==> src/rtl/mux_scan_sequencer.sv <==
// Parallel-in/serial-out driver for an external WIDTH:1 mux: latches a word,
// then walks the mux select across every channel, one channel per accepted beat.
module mux_scan_sequencer #(
  parameter int WIDTH     = 8,
  parameter int SEL_W     = 3,
  parameter bit MSB_FIRST = 1'b0
) (
  input  logic             clk,
  input  logic             rst_n,
  input  logic [WIDTH-1:0] in_data,
  input  logic             in_valid,
  output logic             in_ready,
  output logic [WIDTH-1:0] mux_in,
  output logic [SEL_W-1:0] mux_sel,
  output logic             ser_bit,
  output logic             bit_valid,
  input  logic             bit_ready,
  output logic             bit_last,
  output logic             frame_done
);

  typedef enum logic {
    IDLE = 1'b0,
    SCAN = 1'b1
  } state_t;

  localparam logic [SEL_W-1:0] START_IDX = MSB_FIRST ? SEL_W'(WIDTH - 1) : '0;
  localparam logic [SEL_W-1:0] END_IDX   = MSB_FIRST ? '0 : SEL_W'(WIDTH - 1);

  state_t state;
  logic   accept;
  logic   beat_fire;

  assign bit_last  = bit_valid & (mux_sel == END_IDX);
  assign beat_fire = bit_valid & bit_ready;

  // Taking a new word on the final beat gives back-to-back frames with no idle
  // cycle; rst_n gates the handshake so nothing is offered while held in reset.
  assign in_ready = rst_n & ((state == IDLE) | (bit_last & bit_ready));
  assign accept   = in_valid & in_ready;

  assign ser_bit = mux_in[mux_sel];

  // NOTE: every flop is written with <= so all updates in this block see the
  // pre-edge values of state/mux_sel regardless of statement order.
  always_ff @(posedge clk or negedge rst_n) begin
    if (!rst_n) begin
      state      <= IDLE;
      mux_in     <= '0;
      mux_sel    <= '0;
      bit_valid  <= 1'b0;
      frame_done <= 1'b0;
    end else begin
      frame_done <= beat_fire & bit_last;
      if (accept) begin
        // A reload takes priority over the return to IDLE on a final beat.
        mux_in    <= in_data;
        mux_sel   <= START_IDX;
        state     <= SCAN;
        bit_valid <= 1'b1;
      end else if (beat_fire) begin
        if (bit_last) begin
          state     <= IDLE;
          bit_valid <= 1'b0;
        end else if (MSB_FIRST) begin
          mux_sel <= mux_sel - SEL_W'(1);
        end else begin
          mux_sel <= mux_sel + SEL_W'(1);
        end
      end
    end
  end

endmodule

==> config.mk <==
export PLATFORM = sky130hd
export DESIGN_NAME = mux_scan_sequencer
export DESIGN_NICKNAME = d
export VERILOG_FILES = /design/src/rtl/mux_scan_sequencer.sv
export SDC_FILE = /design/constraint.sdc
export NUM_CORES = 1
export LEC_CHECK = 0
export ABC_AREA = 1
export BUFFER_PORTS_ARGS = -buffer_cell sky130_fd_sc_hd__clkbuf_2
export CAP_MARGIN = 20
export CORE_ASPECT_RATIO = 0.9
export CORE_MARGIN = 2
export CORE_UTILIZATION = 35
export DETAILED_ROUTE_END_ITERATION = 8
export PLACE_DENSITY = 0.61
export SKIP_LAST_GASP = 1
export SLEW_MARGIN = 30
export SYNTH_ARGS = -nofsm -noshare
export SYNTH_HDL_FRONTEND = slang
export SYNTH_SLANG_ARGS = --single-unit
export TNS_END_PERCENT = 10
==> constraint.sdc <==
create_clock -name clk -period 2.9 [get_ports clk]
set_input_delay 0.435 -clock clk [delete_from_list [all_inputs] [get_ports clk]]
set_output_delay 0.435 -clock clk [all_outputs]
set_load 0.03 [all_outputs]
==> qor.csv, run 1 <==
stage;metric;value;unit
timing;relative slew slack;81.9;%
timing;Total Neg Setup Slack;0;ps
worst_setup_path;Worst Reg2Reg Path Length in Cells;7;
clocking;Clk Tree Root Cell;clkbuf_4;
drt;vias post-DR;667;
synth;Avg Inst Size Synth;7.51;um^2
floorplanning;Die Y;46.6;um
layout;Final Instance Count excl. Fillers;148;
timing;final period utilization;72.0;%
worst_setup_path;CP max stage cell;dfrtp_1;
timing;hold slack final;101;ps
place;Placed Cells;144;
timing;RSZ-0062 raised after global routing;no;
worst_setup_path;crit path to;in_ready;
synth;Synth Warn #;0;
pwr;Comb pwr share;56.7;%
pwr;pwr dens;1210;nW/um^2
pwr;switching share of total power;53.7;%
clocking;CTS Hold Bufs;0;
timing;Setup Skew;7.51;ps
worst_setup_path;flop-to-flop setup slack;1160;ps
global_route;global route overflow;0;
synth;Yosys reg bits;13;
place;Post-DP HPWL;1120;um
clocking;postcts setup bufs;0;
floorplanning;Starting Density;36.9;%
drt;Remaining DRCs;0;
synth;count leader, synth;nand2_1;
synth;Post-synth EDFFs;0;
worst_setup_path;Most Frequent Cell on Critical Path;ha_1;
pwr;LEAKAGE;0.552;nW
clocking;PostCTS Resize Cnt;0;
synth;Cell Area, Synth;706;um^2
place;port bufs;27;
worst_setup_path;WP buf/inv;1;
worst_setup_path;Reg-to-Reg Start;mux_sel[0]$_DFFE_PN0P_;
synth;sequential cell area fraction in the yosys report;46.1;%
floorplanning;Die W;51.3;um
synth;Distinct cells, synth;14;
synth;Yosys top cell area share;46.1;%
pwr;Sw Pwr;577;uW
worst_setup_path;Stages on worst setup path;5;
synth;dominant cells by area after synthesis;dfrtp_1 46%, nand2_1 20%, inv_1 8.5%;
flow_run;max-capacitance violation count;0;
global_route;largest net degree at the start of global routing;24;
layout;Nets;138;
drt;routed len/inst;9.93;um
outcome;status;finished, final reports clean;
clocking;clk sink count;13;
floorplanning;Boundary Pins;28;
timing;Min Clock Period, post-route;2090;ps
drt;Via density;4.51;
timing;Slew Viols, Final;0;
floorplanning;die area;2390;um^2
timing;Slew @ Worst Pin;270;ps
worst_setup_path;Worst Setup End Kind;output pin;
pwr;Max IR drop VDD;0.617;mV
drt;1st-iter DRT viols;11;
global_route;initial antenna violation count;0;
pwr;Total Power;1.07;mW
worst_setup_path;Critical Path RT;2470;ps
global_route;number of global-route vias before repair;546;
worst_setup_path;Worst path top cell family by delay;adder cells;
clocking;clock buffer depth;2;
synth;Synth area leader;dfrtp_1;
pwr;power share of the clock group;10.8;%
global_route;Total GRT Usage;14.7;%
worst_setup_path;reg2reg end;mux_in[3]$_DFFE_PN0P_;
worst_setup_path;critical path's largest stage delay;460;ps
clocking;Worst-path clk slew;90;ps
timing;final hold vios;0;
synth;fraction of registers with async set/reset;100;%
timing;endpoints failing setup;0;
clocking;TritonCTS Buffers;3;
synth;ys flop type;dfrtp_1;
floorplanning;Core Rows;15;
synth;Syn Nets;108;
worst_setup_path;CP startpoint kind;flip-flop;
layout;Core Util, Final;46.3;%
clocking;CTS tree;built;
drt;ANT nets after route;0;
drt;Pre-Repair DR Iteration Count;4;
synth;Post-synth top cells;38 x nand2_1, 16 x inv_1, 13 x dfrtp_1;
drt;Routed Wire Length;1470;um
worst_setup_path;CP arrival;1650;ps
clocking;Clk Latency, worst-skew pair;280;ps
floorplanning;core area;1910;um^2
min_path;Worst Hold Class;in -> async;
place;Final Wtd Congestion;0.914;
layout;layout cell share with drive strength beyond 1;28.5;%
pwr;Seq pwr share;32.5;%
worst_setup_path;source of the critical timing path;mux_sel[0]$_DFFE_PN0P_;
worst_setup_path;CP max FO;8;
layout;Antenna Cells;0;
layout;Layout Area Growth over Synthesis;25.5;%
timing;highest clock rate;479;MHz
global_route;first-pass GRT wire length;2460;um
worst_setup_path;CP cell instances;ha_1 > ha_1 > a21boi_0 > nor2_1 > clkbuf_2;
synth;Synth Instances;94;
clocking;CTS HTree Levels;1;
pwr;Internal;497;uW
worst_setup_path;CP Class;reg -> out;
## worst min-delay path by stage
stage	slack (ps)	startpoint	cells past startpoint	end
after floorplan	140	rst_n	0	frame_done$_DFF_PN0_
after global placement	410	rst_n	2	frame_done$_DFF_PN0_
after detailed placement	420	rst_n	2	mux_sel[2]$_DFFE_PN0P_
after CTS	100	rst_n	2	mux_sel[0]$_DFFE_PN0P_
after global routing	100	rst_n	2	state$_DFFE_PN0P_
final	100	rst_n	2	state$_DFFE_PN0P_
## placed cells by master (no fill, tap or decap)
cell,synthesis,final
buf_4,0,1
clkinv_2,0,1
nand4_1,8,8
a21oi_1,1,1
ha_1,2,2
nand2_2,1,1
inv_1,16,16
nand2_1,38,38
clkbuf_2,0,27
dfrtp_1,13,13
o21ai_0,3,3
nand3_1,4,4
nor2_1,2,2
clkbuf_4,0,3
a21boi_0,1,1
nand3_2,2,2
## layer usage
metal / global-route usage, % / vias to the layer above / routed length (um)
li1: - / 355 / -
met1: 19.2 / 287 / 685
met5: 0 / - / 0
met3: 7.14 / 2 / 122
met2: 22.1 / 23 / 655
met4: 3.16 / 0 / 7
## power groups by stage
stage	registers [mW]	clock network [mW]	logic (mW)
floorplan	0.510	0	0.285
global placement	0.349	0	0.616
detailed placement	0.355	0	0.613
CTS	0.351	0.122	0.615
global route	0.365	0.130	0.687
finish	0.349	0.115	0.609
## kinds of logic after synthesis
| group | count (synthesis) | share of synthesized area, % |
|---|---|---|
| DFF | 13 | 46.1 |
| buffers and inverters | 19 | 11.5 |
| and+or+nand+nor | 55 | 34.9 |
| adders and majority gates | 2 | 3.55 |
| AOI/OAI and AO/OA | 5 | 3.90 |
## layout make-up
| class | count | area, um^2 |
|---|---|---|
| Clock buffer | 3 | 22.5 |
| Clock inverter | 1 | 5.00 |
| Fill cell | 211 | 1030 |
| Inverter | 16 | 60.1 |
| Multi-Input combinational cell | 62 | 299 |
| Sequential cell | 13 | 325 |
| Tap cell | 25 | 31.3 |
| Timing Repair Buffer | 28 | 143 |
## sequential cells by signal (all words and copies together) (netlist names)
name,flops
mux_sel,3
state,1
frame_done,1
mux_in,8
## stage by stage
| step | area (um^2) | setup slack (ps) |
|---|---|---|
| after floorplan | 706 | 924 |
| after global placement | 858 | 1160 |
| after detailed placement | 858 | 1120 |
| after CTS | 886 | 787 |
| after global routing | 886 | 631 |
| final | 886 | 811 |
Note: power is estimated with default switching activity, not from simulation.
==> inputs of run 2 (changes only) <==
--- a/config.mk
+++ b/config.mk
@@ -5,14 +5,14 @@
 export SDC_FILE = /design/constraint.sdc
 export NUM_CORES = 1
 export LEC_CHECK = 0
-export ABC_AREA = 1
+export ABC_AREA = 0
 export BUFFER_PORTS_ARGS = -buffer_cell sky130_fd_sc_hd__clkbuf_2
 export CAP_MARGIN = 20
 export CORE_ASPECT_RATIO = 0.9
 export CORE_MARGIN = 2
 export CORE_UTILIZATION = 35
 export DETAILED_ROUTE_END_ITERATION = 8
-export PLACE_DENSITY = 0.61
+export PLACE_DENSITY = 0.65
 export SKIP_LAST_GASP = 1
 export SLEW_MARGIN = 30
 export SYNTH_ARGS = -nofsm -noshare
==> constraint.sdc (replaced) <==
create_clock -name clk -period 1.8 [get_ports clk]
set_input_delay 0.27 -clock clk [delete_from_list [all_inputs] [get_ports clk]]
set_output_delay 0.27 -clock clk [all_outputs]
set_load 0.03 [all_outputs]
==> run 2 against run 1 <==
The run now ends with negative setup slack left. Non-clock buffer count is 8 higher. Cell count is 30% lower. Worst setup slack worse by 960 ps. Clock power is 55% higher. Utilization is 7.0 points higher. Synthesized cell count is 56% lower. Sequential power is 51% higher. Largest cell class unchanged.
==> qor.csv, run 2 <==
stage;metric;value;unit;change
timing;endpoints failing setup;3;;was 0
floorplanning;core area;1650;um^2;was 1910 um^2
pwr;Sw Pwr;819;uW;was 577 uW
floorplanning;die area;2070;um^2;was 2390 um^2
floorplanning;Core Rows;14;;was 15
worst_setup_path;CP startpoint kind;flip-flop;;unchanged
timing;final hold vios;0;;unchanged
layout;most common cell after layout, fill and taps aside;clkbuf_2;;was nand2_1
timing;highest clock rate;512;MHz;
worst_setup_path;CP max FO;4;;was 8
synth;Cell Area, Synth;603;um^2;was 706 um^2
global_route;global route overflow;0;;unchanged
layout;Fillers;174;;was 211
worst_setup_path;flop-to-flop setup slack;10;ps;was 1160 ps
synth;Avg Inst Size Synth;14.7;um^2;was 7.51 um^2
clocking;Clk Tree Root Cell;clkbuf_4;;unchanged
synth;Distinct cells, synth;15;;was 14
worst_setup_path;CP Class;reg -> out;;unchanged
clocking;Worst-path clk slew;80;ps;was 90 ps
global_route;Total GRT Usage;13.8;%;was 14.7%
layout;Nets;95;;was 138
synth;sequential cell area fraction in the yosys report;53.9;%;was 46.1%
synth;count leader, synth;dfrtp_1;;was nand2_1
worst_setup_path;Reg-to-Reg Start;mux_sel[0]$_DFFE_PN0P_;;unchanged
global_route;initial antenna violation count;0;;unchanged
place;port bufs;27;;unchanged
timing;Slew @ Worst Pin;494;ps;was 270 ps
timing;Min Clock Period, post-route;1950;ps;
synth;Yosys reg bits;13;;unchanged
floorplanning;Die W;47.8;um;was 51.3 um
synth;fraction of registers with async set/reset;100;%;unchanged
timing;Slew Viols, Final;0;;unchanged
drt;1st-iter DRT viols;8;;was 11
layout;Antenna Cells;0;;unchanged
timing;PnR worst setup slack;-152;ps;was 811 ps
timing;Setup Skew;7.63;ps;was 7.51 ps
drt;routed len/inst;11.3;um;was 9.93 um
outcome;failing checks;negative setup slack;;
drt;Pre-Repair DR Iteration Count;3;;was 4
layout;Top reg by flops;mux_in;;unchanged
worst_setup_path;CP arrival;1680;ps;was 1650 ps
pwr;Seq pwr share;28.0;%;was 32.5%
clocking;TritonCTS Buffers;3;;unchanged
synth;Synth area leader;dfrtp_1;;unchanged
pwr;Total Power;1.88;mW;was 1.07 mW
worst_setup_path;Worst Reg2Reg Path Length in Cells;6;;was 7
clocking;CTS HTree Levels;1;;unchanged
drt;vias post-DR;462;;was 667
worst_setup_path;reg2reg end;mux_in[5]$_DFFE_PN0P_;;was mux_in[3]$_DFFE_PN0P_
clocking;clock buffer depth;2;;unchanged
layout;Layout Area Growth over Synthesis;45.4;%;was 25.5%
global_route;first-pass GRT wire length;1970;um;was 2460 um
timing;relative slew slack;67.1;%;was 81.9%
outcome;status;finished, violations left;;was finished, final reports clean
pwr;switching share of total power;43.6;%;was 53.7%
place;Post-DP HPWL;887;um;was 1120 um
synth;dominant cells by area after synthesis;dfrtp_1 54%, mux2_2 17%, mux4_1 8.7%;;was dfrtp_1 46%, nand2_1 20%, inv_1 8.5%
place;DP Worst Slack;-115;ps;was 1120 ps
min_path;Worst Hold Class;in -> reg;;was in -> async
floorplanning;Die Y;43.4;um;was 46.6 um
clocking;Clk Latency, worst-skew pair;270;ps;was 280 ps
worst_setup_path;Critical Path RT;1530;ps;was 2470 ps
clocking;CTS tree;built;;unchanged
synth;Post-synth EDFFs;0;;unchanged
worst_setup_path;Worst Setup End Kind;output pin;;unchanged
min_path;hold endpoint;mux_in[2]$_DFFE_PN0P_;;
global_route;largest net degree at the start of global routing;15;;was 24
synth;ys flop type;dfrtp_1;;unchanged
drt;Via density;4.44;;was 4.51
drt;Routed Wire Length;1180;um;was 1470 um
layout;number of flip-flops under the largest register name;8;;unchanged
synth;Post-synth top cells;13 x dfrtp_1, 9 x mux2_2, 4 x nor2_1;;was 38 x nand2_1, 16 x inv_1, 13 x dfrtp_1
synth;Yosys top cell area share;53.9;%;was 46.1%
global_route;number of global-route vias before repair;473;;was 546
min_path;Worst Hold Path Cells;2;;
layout;layout cell share with drive strength beyond 1;66.3;%;was 28.5%
floorplanning;Starting Density;36.6;%;was 36.9%
floorplanning;Boundary Pins;28;;unchanged
pwr;LEAKAGE;0.446;nW;was 0.552 nW
pwr;pwr dens;2140;nW/um^2;was 1210 nW/um^2
min_path;hold_sp;in_data[2];;
flow_run;max-capacitance violation count;0;;unchanged
pwr;Comb pwr share;62.5;%;was 56.7%
drt;Remaining DRCs;0;;unchanged
pwr;Internal;1.06;mW;was 497 uW
layout;Regs by FF count;mux_in (8), mux_sel (3);;unchanged
pwr;Max IR drop VDD;0.985;mV;was 0.617 mV
drt;ANT nets after route;0;;unchanged
timing;final period utilization;108;%;
synth;Synth Instances;41;;was 94
layout;commonest non-fill, non-tap cells in the layout;25 x clkbuf_2, 13 x dfrtp_1, 8 x mux2_2, 8 x buf_4;;was 38 x nand2_1, 27 x clkbuf_2, 16 x inv_1
place;Final Wtd Congestion;0.674;;was 0.914
clocking;clk sink count;13;;unchanged
pwr;power share of the clock group;9.5;%;was 10.8%
timing;RSZ-0062 raised after global routing;yes;;was no
synth;Synth Warn #;0;;unchanged
synth;Syn Nets;55;;was 108
run 2: through the flow:
step | setup TNS [ps] | util (%) | cell area, um^2 | std cells | hold WS, ps
floorplan | 0 | - | 603 | 41 | -25.6
global placement | -567 | 48.9 | 806 | 97 | 235
detailed placement | -879 | 48.9 | 806 | 97 | 236
CTS | -526 | 52.5 | 865 | 103 | 219
global route | -1300 | 53.3 | 877 | 104 | 218
finish | -308 | 53.3 | 877 | 104 | 225
run 2: logic make-up (layout without fill, tap and decap cells):
kind of cell    after synthesis  in the layout  share of synthesized area [%]
mux                          13             13                           28.8
simple gates                 10             10                           8.51
flops                        13             13                           53.9
compound gates                1              1                           1.87
fa+ha+maj                     2              2                           4.15
xor+xnor                      1              1                           1.45
buf+inv                       1             40                           1.25
run 2: layout make-up:
class / instances / area [um^2] / share of cell area [%]
timing repair buffer: 36 / 221 / 25.2
sequential: 13 / 325 / 37.1
multi-input combinational: 27 / 274 / 31.2
tap: 24 / 30.0 / 3.42
clock buffer: 4 / 26.3 / 3.00
run 2: power groups by stage:
stage | clock [mW] | combinational (mW) | sequential [mW]
after detailed placement | 0 | 1.03 | 0.527
after global placement | 0 | 1.02 | 0.523
after CTS | 0.185 | 1.14 | 0.525
after floorplan | 0 | 0.415 | 0.808
final | 0.178 | 1.17 | 0.526
after global routing | 0.206 | 1.25 | 0.545
run 2: worst max-delay path by stage:
stage	slack, ps	depth (start not counted)	to	startpoint
finish	-150	4	ser_bit	mux_sel[0]$_DFFE_PN0P_
global route	-200	4	ser_bit	mux_sel[0]$_DFFE_PN0P_
CTS	-210	4	ser_bit	mux_sel[0]$_DFFE_PN0P_
detailed placement	-110	5	mux_in[6]$_DFFE_PN0P_	mux_sel[0]$_DFFE_PN0P_
global placement	-80	5	mux_in[6]$_DFFE_PN0P_	mux_sel[0]$_DFFE_PN0P_
floorplan	1	6	mux_in[0]$_DFFE_PN0P_	mux_sel[0]$_DFFE_PN0P_
run 2: timing repair:
| item | in CTS | in global routing |
|---|---|---|
| resized for setup | 6 | 7 |
| buffers inserted | 1 | 1 |
| endpoints found under the hold margin | 13 | 0 |
| pin swaps | 0 | 1 |
| endpoints found under the setup margin | 11 | 11 |
| hold buffers | 1 | 0 |
run 2: critical path, cell delays in order, from the launching register on:
cell	delay, ps
dfrtp_1	370
buf_6	130
mux4_2	490
mux2_4	290
buf_8	140
run 2: routing by layer:
layer,track usage (%),share of wire [%],vias to the layer above
met1,18.3,46,220
met2,20.0,47,13
li1,-,-,227
met5,0,0,-
met4,8.11,1.0,0
met3,3.75,5.4,2
